--- config.mk ---
export PLATFORM = sky130hd
export DESIGN_NAME = ff_d_pipe
export DESIGN_NICKNAME = d
export VERILOG_FILES = /design/src/rtl/ff_d_pipe.sv
export SDC_FILE = /design/constraint.sdc
export NUM_CORES = 1
export LEC_CHECK = 0
export ABC_AREA = 1
export BUFFER_PORTS_ARGS = -buffer_cell sky130_fd_sc_hd__buf_2
export CELL_PAD_IN_SITES_DETAIL_PLACEMENT = 2
export CELL_PAD_IN_SITES_GLOBAL_PLACEMENT = 2
export CORE_MARGIN = 10
export CORE_UTILIZATION = 35
export DETAILED_ROUTE_END_ITERATION = 10
export GPL_TIMING_DRIVEN = 0
export MAX_ROUTING_LAYER = met4
export PLACE_DENSITY_LB_ADDON = 0.1
export SKIP_CTS_REPAIR_TIMING = 1
export SLEW_MARGIN = 20
export SYNTH_ARGS = -nofsm -noshare
export SYNTH_HDL_FRONTEND = slang
export SYNTH_SLANG_ARGS = --single-unit
export TNS_END_PERCENT = 20
--- constraint.sdc ---
create_clock -name CLK -period 3.86 [get_ports CLK]
set_input_delay 0.772 -clock CLK [delete_from_list [all_inputs] [get_ports CLK]]
set_output_delay 0.772 -clock CLK [all_outputs]
set_load 0.1 [all_outputs]
--- src/rtl/ff_d_pipe.sv ---
// ff_d_pipe: enable-gated, flushable WIDTH x DEPTH delay line with per-stage
// valid flags, a runtime output tap and a registered occupancy count.
//
// Ports:
//   CLK     in   clock; rising edge active, falling edge when
//                FF_D_PIPE_NEGEDGE_EN is defined
//   RST     in   asynchronous active-low reset
//   EN      in   advance enable (0 holds all state)
//   CLR     in   synchronous flush, overrides EN
//   D       in   WIDTH data captured into stage 0
//   D_VALID in   valid flag captured with D
//   TAP     in   output stage select (out-of-range selects stage DEPTH-1)
//   Q       out  data of the selected stage
//   Q_VALID out  valid flag of the selected stage
//   OCC     out  registered count of valid stages
//   LAST    out  data of stage DEPTH-1
//
// Build option: FF_D_PIPE_NEGEDGE_EN moves every register to the falling edge.
module ff_d_pipe #(
    parameter int WIDTH = 8,
    parameter int DEPTH = 4,
    parameter int TAPW  = (DEPTH > 1) ? $clog2(DEPTH) : 1,
    parameter int OCCW  = $clog2(DEPTH + 1)
) (
    input  logic             CLK,
    input  logic             RST,
    input  logic             EN,
    input  logic             CLR,
    input  logic [WIDTH-1:0] D,
    input  logic             D_VALID,
    input  logic [TAPW-1:0]  TAP,
    output logic [WIDTH-1:0] Q,
    output logic             Q_VALID,
    output logic [OCCW-1:0]  OCC,
    output logic [WIDTH-1:0] LAST
);
    logic [WIDTH-1:0] stage_q [DEPTH];
    logic [WIDTH-1:0] stage_d [DEPTH];
    logic [DEPTH-1:0] vld_q, vld_d;
    logic [OCCW-1:0]  occ_q, occ_d;
    logic [TAPW-1:0]  sel;

    always_comb begin
        stage_d = stage_q;
        vld_d   = vld_q;
        occ_d   = occ_q;
        if (CLR) begin
            for (int i = 0; i < DEPTH; i++) stage_d[i] = '0;
            vld_d = '0;
            occ_d = '0;
        end else if (EN) begin
            stage_d[0] = D;
            vld_d[0]   = D_VALID;
            for (int i = 1; i < DEPTH; i++) begin
                stage_d[i] = stage_q[i-1];
                vld_d[i]   = vld_q[i-1];
            end
            // entry and exit in the same edge cancel, so OCC stays in 0..DEPTH
            occ_d = occ_q + OCCW'(D_VALID) - OCCW'(vld_q[DEPTH-1]);
        end
    end

`ifdef FF_D_PIPE_NEGEDGE_EN
    always_ff @(negedge CLK or negedge RST) begin
`else
    always_ff @(posedge CLK or negedge RST) begin
`endif
        if (!RST) begin
            for (int i = 0; i < DEPTH; i++) stage_q[i] <= '0;
            vld_q <= '0;
            occ_q <= '0;
        end else begin
            stage_q <= stage_d;
            vld_q   <= vld_d;
            occ_q   <= occ_d;
        end
    end

    // taps beyond the last stage (non-power-of-2 DEPTH) clamp to it
    assign sel     = (int'(TAP) >= DEPTH) ? TAPW'(DEPTH - 1) : TAP;
    assign Q       = stage_q[sel];
    assign Q_VALID = vld_q[sel];
    assign OCC     = occ_q;
    assign LAST    = stage_q[DEPTH-1];
endmodule
==> results of run 1 <==
## metal layers
| metal | vias up | wire length, µm | track usage [%] | share of wire (%) |
|---|---|---|---|---|
| met3 | 6 | 161 | 3.84 | 2.8 |
| met1 | 787 | 2430 | 14.9 | 43 |
| met4 | 0 | 72 | 4.24 | 1.3 |
| met2 | 22 | 2990 | 25.6 | 53 |
| met5 | - | 0 | - | 0 |
| li1 | 760 | - | - | - |
## cell families after synthesis
| kind of cell | after synthesis | share of synthesized area (%) |
|---|---|---|
| buf+inv | 56 | 14.9 |
| flops | 39 | 52.2 |
| simple gates | 40 | 8.76 |
| compound gates | 74 | 21.7 |
| fa+ha+maj | 3 | 2.41 |
## path summary, 6_finish.rpt
kind                                  to  slack, ps  cells after the start
worst max-delay path                Q[5]       1030                      5
worst min-delay path             LAST[7]        520                      2
worst max register to register    OCC[2]       2210                      9
worst min register to register   LAST[7]        520                      2
max in group asynchronous       vld_q[1]       2700                      1
min in group asynchronous        LAST[7]        590                      1
## worst register-to-register path: stages (launching register included)
cell	delay, ps
dfrtp_1	410
ha_1	280
inv_1	60
ha_1	130
inv_1	50
fa_1	390
inv_1	70
nand2_1	50
nand3_1	60
nand2_1	50
## state kept, by name (all words and copies together) (netlist names)
signal   count
OCC          3
vld_q        4
LAST         8
stage_q     24
## placed cells by master (no fill, tap or decap), drive strengths merged
cell and n:
clkinvlp 1, o21ai 47, a21oi 9, clkbuf 8, o22ai 18, ha 2, nor2 11, fa 1
inv 36, nand2 26, dfrtp 39, nand3 3, clkinv 1, buf 50
## power by group
group	switching (mW)	leakage [nW]	internal (mW)
combinational	0.144	0.490	0.0366
clock	0.157	0.0505	0.163
sequential	0.00676	0.535	0.421
## final cells by class
type / instances / area (µm²)
Buffer: 19 / 140
Clock buffer: 7 / 96.3
Clock inverter: 1 / 7.51
Fill cell: 617 / 2920
Inverter: 37 / 139
Multi-Input combinational cell: 117 / 616
Sequential cell: 39 / 976
Tap cell: 70 / 87.6
Timing Repair Buffer: 32 / 160
## metrics by stage
stage,cell area [µm²],hold WS (ps),setup TNS [ps],power [mW],instances
6_report,2220,520,0,0.928,322
3_5_place_dp,2120,506,0,0.618,314
4_1_cts,2220,526,0,0.938,322
5_1_grt,2220,552,0,0.973,322
3_3_place_gp,2120,496,0,0.614,314
2_1_floorplan,1870,476,-1210,0.567,212
==> results.py, run 1 <==
metrics = {
    "status": {
        "outcome": "completed",
    },
    "synthesis": {
        "yosysWarningCount": 0,
        "synth-seq-area-share_pct": 52.2,
        "yosys.area.top_type": "dfrtp_1",
        "synth_cells": 212,
        "async_flop_share_pct": 100,
        "syn_avg_cell_area_um2": 8.82,
        "synth_edf_count": 0,
        "synthTopCellsByCount": "o21ai_0, dfrtp_1, inv_1",
        "syn-num-nets": 230,
        "ys_ff_latch": 39,
        "synthTopCellsByArea": "dfrtp_1, o21ai_0, inv_1",
        "synth_top_area_share_pct": 52.2,
        "synth.most_common_cell": "o21ai_0",
        "synth.distinct_cells": 21,
        "synth_top_flop_cell": "dfrtp_1",
        "syn_area_um2": 1870,
    },
    "sta": {
        "fin_crit_ps": 2830,
        "report.final.slew_viol_count": 0,
        "finalClockSkew_ps": 8.66,
        "max_freq_ghz": 0.353,
        "rsz0062_at_grt": "false",
        "period_share_pct": 73.3,
        "timing_hold_violations_final": 0,
        "worst_slew_pin_slew_ps": 905,
        "maxSlewHeadroom_pct": 39.7,
        "setup_viol": 0,
        "setup_slack_ps": 1030,
    },
    "critical_path": {
        "reg2reg_from": "vld_q[3]",
        "cp_top_family": "buffers and inverters",
        "cp_max_fo": 10,
        "slowest_delay_ps": 470,
        "crit_required_ps": 3090,
        "start_kind": "input port",
        "crit_type": "input port to output pin",
        "crit_path_end_kind": "output pin",
        "cp_cell_sequence": "buf_4 > buf_2 > o21ai_0 > o21ai_0 > buf_2",
        "path_buf_inv": 3,
        "critPathArrivalTime_ps": 2060,
        "crit_slowest_cell": "buf_2",
        "critPathLaunch": "TAP[0]",
    },
    "floorplan": {
        "fp.dieArea_um2": 8670,
        "die_h_um": 93.1,
        "die_w_um": 93.1,
        "fp-row-count": 26,
        "core_region_area_um2": 5140,
        "io_pins": 35,
        "start_util_pct": 36.4,
    },
    "route": {
        "via_per_inst": 4.89,
        "ant_nets": 0,
        "drt_first_pass_iters": 4,
        "wl_per_cell_um": 17.6,
        "drc": 0,
        "vias": 1575,
        "drt_iter0_markers": 42,
        "wirelength_mm": 5.65,
    },
    "clocking": {
        "clk_path_buf_depth": 2,
        "numCtsBuffers": 5,
        "clk_latency_ps": 310,
        "cts_root_buf": "clkbuf_8",
        "clkTransAtPathRegs_ps": 80,
        "clkSinkCount": 39,
        "tritoncts": "built",
        "htree_levels": 2,
    },
    "placement": {
        "place_ws_ps": 1040,
        "port-buffer-count": 32,
        "post-dp-hpwl_mm": 3.97,
        "gp_congestion": 0.742,
    },
    "layout": {
        "post-route-util_pct": 43.2,
        "nets": 269,
        "diodes": 0,
        "drive_gt1_share_pct": 26.6,
        "area_growth_pct": 18.8,
    },
    "global_route": {
        "track_usage_pct": 14.2,
        "grt_pass1_vias": 1803,
        "antenna_found_initial": 0,
        "grt_pass1_wl_mm": 9.35,
        "global_route.overflow_total": 0,
        "grt_max_degree": 40,
    },
    "job": {
        "maxCapViolCount": 0,
    },
    "power": {
        "pwr_density_cell_nw_per_um2": 417,
        "p_leak_nw": 1.08,
        "ir_drop_uv": 181,
    },
    "hold_path": {
        "min_path_type": "register to register",
        "hold_start": "LAST[7]",
    },
}
(Power assumes the default switching activity.)
==> run 2: changes to the inputs <==
Settings changed: ABC_AREA 1 to 0, CORE_UTILIZATION 35 to 36.
Clock period 3.86 ns to 2.95 ns, I/O delays scaled along.
==> results.py, run 2 <==
metrics = {
    "critical_path": {
        "path_buf_inv": 2,
        "start_kind": "input port",
        "cp_top_family": "multiplexers",
        "crit_path_end_kind": "output pin",
        "cp_max_fo": 9,
        "critical_path_cell_count": 3,
        "crit_type": "input port to output pin",
        "reg2reg_depth": 9,
        "critPathArrivalTime_ps": 1590,
        "crit_end": "Q[6]",
        "critPathLaunch": "TAP[0]",
        "crit_slowest_cell": "mux4_2",
        "r2r_end": "OCC[2]",
        "crit_required_ps": 2360,
        "cp_cell_sequence": "buf_6 > mux4_2 > buf_2",
        "reg2reg_slack_ps": 1010,
        "reg2reg_from": "OCC[0]",
        "slowest_delay_ps": 520,
    },
    "layout": {
        "diodes": 0,
        "instances_no_fill": 262,
        "drive_gt1_share_pct": 33.3,
        "fill_cells": 580,
        "largest_reg_flops": 24,
        "area_growth_pct": 16.3,
        "post-route-util_pct": 43.7,
        "largest-register": "stage_q",
        "finalInstanceArea_um2": 2250,
        "final_cell_mix": "dfrtp_1, nor2_1, mux2i_1",
        "nets": 211,
    },
    "global_route": {
        "track_usage_pct": 12.2,
        "global_route.overflow_total": 0,
        "antenna_found_initial": 0,
        "grt_pass1_wl_mm": 8.07,
        "grt_max_degree": 40,
        "grt_pass1_vias": 1485,
    },
    "route": {
        "wirelength_mm": 4.84,
        "wl_per_cell_um": 18.5,
        "via_per_inst": 4.84,
        "drc": 0,
        "drt_first_pass_iters": 4,
        "vias": 1268,
        "ant_nets": 0,
        "drt_iter0_markers": 27,
    },
    "power": {
        "pwr_density_cell_nw_per_um2": 481,
        "ir_drop_uv": 272,
        "p_leak_nw": 1.22,
    },
    "sta": {
        "maxSlewHeadroom_pct": 40.5,
        "finalClockSkew_ps": 3.52,
        "fin_setup_tns_ps": 0,
        "timing_hold_violations_final": 0,
        "setup_viol": 0,
        "period_share_pct": 73.9,
        "setup_slack_ps": 770,
        "report.final.slew_viol_count": 0,
        "worst_slew_pin_slew_ps": 893,
        "rsz0062_at_grt": "false",
        "max_freq_ghz": 0.459,
        "fin_crit_ps": 2180,
    },
    "placement": {
        "post-dp-hpwl_mm": 3.54,
        "gp_congestion": 0.734,
        "postPlaceCellArea_um2": 2170,
        "place_ws_ps": 746,
        "dp.cells": 256,
        "port-buffer-count": 31,
    },
    "floorplan": {
        "fp.dieArea_um2": 8690,
        "fp-row-count": 26,
        "core_region_area_um2": 5140,
        "die_w_um": 93.2,
        "die_h_um": 93.2,
        "start_util_pct": 37.6,
        "io_pins": 35,
    },
    "synthesis": {
        "syn_area_um2": 1930,
        "synth-seq-area-share_pct": 50.6,
        "synth_top_flop_cell": "dfrtp_1",
        "synth_cells": 155,
        "synth_top_area_share_pct": 50.6,
        "syn_avg_cell_area_um2": 12.5,
        "yosysWarningCount": 0,
        "yosys.area.top_type": "dfrtp_1",
        "synthTopCellsByCount": "dfrtp_1, nor2_1, mux2i_1",
        "ys_ff_latch": 39,
        "synthTopCellsByArea": "dfrtp_1, mux2i_1, mux4_2",
        "synth_edf_count": 0,
        "syn-num-nets": 173,
        "async_flop_share_pct": 100,
        "synth.distinct_cells": 15,
    },
    "clocking": {
        "clk_latency_ps": 290,
        "tritoncts": "built",
        "cts_root_buf": "clkbuf_8",
        "numCtsBuffers": 5,
        "clkTransAtPathRegs_ps": 70,
        "clk_path_buf_depth": 2,
        "clkSinkCount": 39,
        "htree_levels": 2,
    },
    "job": {
        "maxCapViolCount": 0,
    },
    "hold_path": {
        "min_path_type": "input port to async pin",
    },
    "status": {
        "outcome": "completed",
    },
}
[run 2: area by class of cell]
cell class                      instances  area [µm²]  area share (%)
Sequential cell                        39         976            43.5
Multi-Input combinational cell         93         803            35.8
Timing Repair Buffer                   31         155            6.91
Buffer                                 19         136            6.07
Tap cell                               70        87.6            3.90
Clock buffer                            6        72.6            3.23
Inverter                                4        15.0           0.669
[run 2: layer usage]
metal	vias up	share of wire [%]	track usage [%]
li1	590	-	-
met1	647	44	14.1
met2	26	51	20.3
met3	5	3.2	2.96
met4	0	1.4	4.24
met5	-	0	-
[run 2: per-stage QoR]
stage | power (mW) | hold slack (ps)
6_report | 1.08 | 421
5_1_grt | 1.14 | 471
3_5_place_dp | 0.766 | 540
4_1_cts | 1.10 | 445
2_1_floorplan | 0.712 | 294
3_3_place_gp | 0.760 | 520
[run 2: cells by family (layout without fill, tap and decap cells)]
logic type | after synthesis | count (layout) | synth area share, %
flip-flops | 39 | 39 | 50.6
adder cells (fa/ha/maj) | 3 | 3 | 2.33
AND/OR/NAND/NOR | 40 | 40 | 7.91
buffers and inverters | 23 | 60 | 7.84
AO/OA/AOI/OAI | 2 | 2 | 0.713
multiplexers | 47 | 47 | 30.2
XOR/XNOR | 1 | 1 | 0.454
[run 2: where the power goes]
part           switching (mW)  internal [mW]
Clock                   0.173          0.158
Combinational           0.129         0.0565
Sequential             0.0136          0.551
Total                   0.316          0.765
[run 2: worst min-delay path by stage]
| stage | end | depth (start not counted) | startpoint |
|---|---|---|---|
| floorplan | LAST[0] | 0 | RST |
| global placement | LAST[5] | 2 | stage_q[13] |
| detailed placement | stage_q[27] | 2 | stage_q[27] |
| CTS | LAST[0] | 1 | RST |
| global route | LAST[0] | 1 | RST |
| finish | LAST[0] | 1 | RST |
==> run 3: changes to the inputs <==
Clock period 2.95 ns to 2.01 ns, I/O delays scaled along.
==> results.py, run 3 (same netlist as run 2, synthesis figures left out) <==
metrics = {
    "critical_path": {
        "path_buf_inv": 3,
        "cp_cell_sequence": "inv_2 > ha_1 > inv_1 > ha_1 > inv_1 > fa_2 > xor2_1 > a21oi_1 > a31o_2",
        "crit_slowest_cell": "dfrtp_4",
        "critPathArrivalTime_ps": 2120,
        "slowest_delay_ps": 490,
        "cp_top_family": "adder cells",
        "start_kind": "register",
        "crit_path_end_kind": "register",
        "crit_type": "register to register",
        "cp_max_fo": 3,
        "crit_required_ps": 2200,
    },
    "global_route": {
        "grt_pass1_wl_mm": 8.55,
        "global_route.overflow_total": 0,
        "grt_pass1_vias": 1614,
        "track_usage_pct": 13.0,
        "grt_max_degree": 40,
        "antenna_found_initial": 0,
    },
    "sta": {
        "rsz0062_at_grt": "false",
        "finalClockSkew_ps": 7.07,
        "fin_crit_ps": 1930,
        "fin_setup_tns_ps": 0,
        "period_share_pct": 96.1,
        "maxSlewHeadroom_pct": 41.6,
        "max_freq_ghz": 0.518,
        "report.final.slew_viol_count": 0,
        "worst_slew_pin_slew_ps": 876,
        "hold_ws_ps": 217,
        "setup_viol": 0,
        "setup_slack_ps": 79.1,
        "timing_hold_violations_final": 0,
    },
    "floorplan": {
        "fp.dieArea_um2": 8690,
        "die_w_um": 93.2,
        "die_h_um": 93.2,
        "fp-row-count": 26,
        "io_pins": 35,
        "start_util_pct": 37.6,
        "core_region_area_um2": 5140,
    },
    "clocking": {
        "clk_latency_ps": 300,
        "cts_root_buf": "clkbuf_8",
        "tritoncts": "built",
        "numCtsBuffers": 5,
        "clkSinkCount": 39,
        "clk_path_buf_depth": 2,
        "htree_levels": 2,
        "clkTransAtPathRegs_ps": 70,
    },
    "route": {
        "drc": 0,
        "wl_per_cell_um": 19.1,
        "drt_first_pass_iters": 4,
        "drt_iter0_markers": 32,
        "ant_nets": 0,
        "wirelength_mm": 5.06,
        "vias": 1300,
        "via_per_inst": 4.92,
    },
    "layout": {
        "instances_no_fill": 264,
        "largest_reg_flops": 24,
        "nets": 211,
        "diodes": 0,
        "post-route-util_pct": 44.4,
        "largest-register": "stage_q",
        "final_cell_mix": "nor2_1, dfrtp_1, mux2i_1",
        "area_growth_pct": 18.1,
        "finalInstanceArea_um2": 2280,
        "layout_commonest_cell": "nor2_1",
        "drive_gt1_share_pct": 35.6,
    },
    "placement": {
        "postPlaceCellArea_um2": 2180,
        "post-dp-hpwl_mm": 3.62,
        "place_ws_ps": 93.5,
        "port-buffer-count": 31,
        "gp_congestion": 0.733,
        "dp.cells": 256,
    },
    "power": {
        "ir_drop_uv": 323,
        "pwr_density_cell_nw_per_um2": 745,
        "p_leak_nw": 1.23,
        "power_mw": 1.70,
    },
    "status": {
        "outcome": "completed",
    },
    "job": {
        "maxCapViolCount": 0,
    },
    "hold_path": {
        "min_path_type": "input port to async pin",
    },
}
-- run 3: worst paths after layout --
path                              from     endpoint  slack (ps)  cells after the start
setup / recovery                OCC[0]       OCC[2]          80                      9
hold / removal                     RST       OCC[1]         220                      1
setup reg to reg                OCC[0]       OCC[2]          80                      9
hold reg to reg            stage_q[22]  stage_q[22]         560                      2
max in group asynchronous          RST       OCC[0]        1150                      1
min in group CLK                  D[6]  stage_q[30]         350                      3
-- run 3: routing by layer --
metal	global-route usage, %	up-vias	part of all wire [%]
met4	3.86	0	0.65
met3	3.20	4	3.8
met1	14.2	676	42
met5	-	-	0
li1	-	592	-
met2	22.8	28	53
-- run 3: cell type report --
type,count,area (µm²)
buffer,19,136
clock buffer,8,100
fill,577,2860
inverter,4,15.0
multi-input combinational,93,806
sequential,39,980
tap,70,87.6
timing repair buffer,31,155
-- run 3: power by group --
group / switching [mW] / internal, mW
Sequential: 0.0215 / 0.809
Combinational: 0.191 / 0.0833
Clock: 0.280 / 0.313
Total: 0.492 / 1.21
-- run 3: worst reg2reg max path, stage by stage (launching register included) --
cell and delay (ps):
dfrtp_4 490, inv_2 50, ha_1 210, inv_1 70
ha_1 130, inv_1 60, fa_2 330, xor2_1 190
a21oi_1 90, a31o_2 210
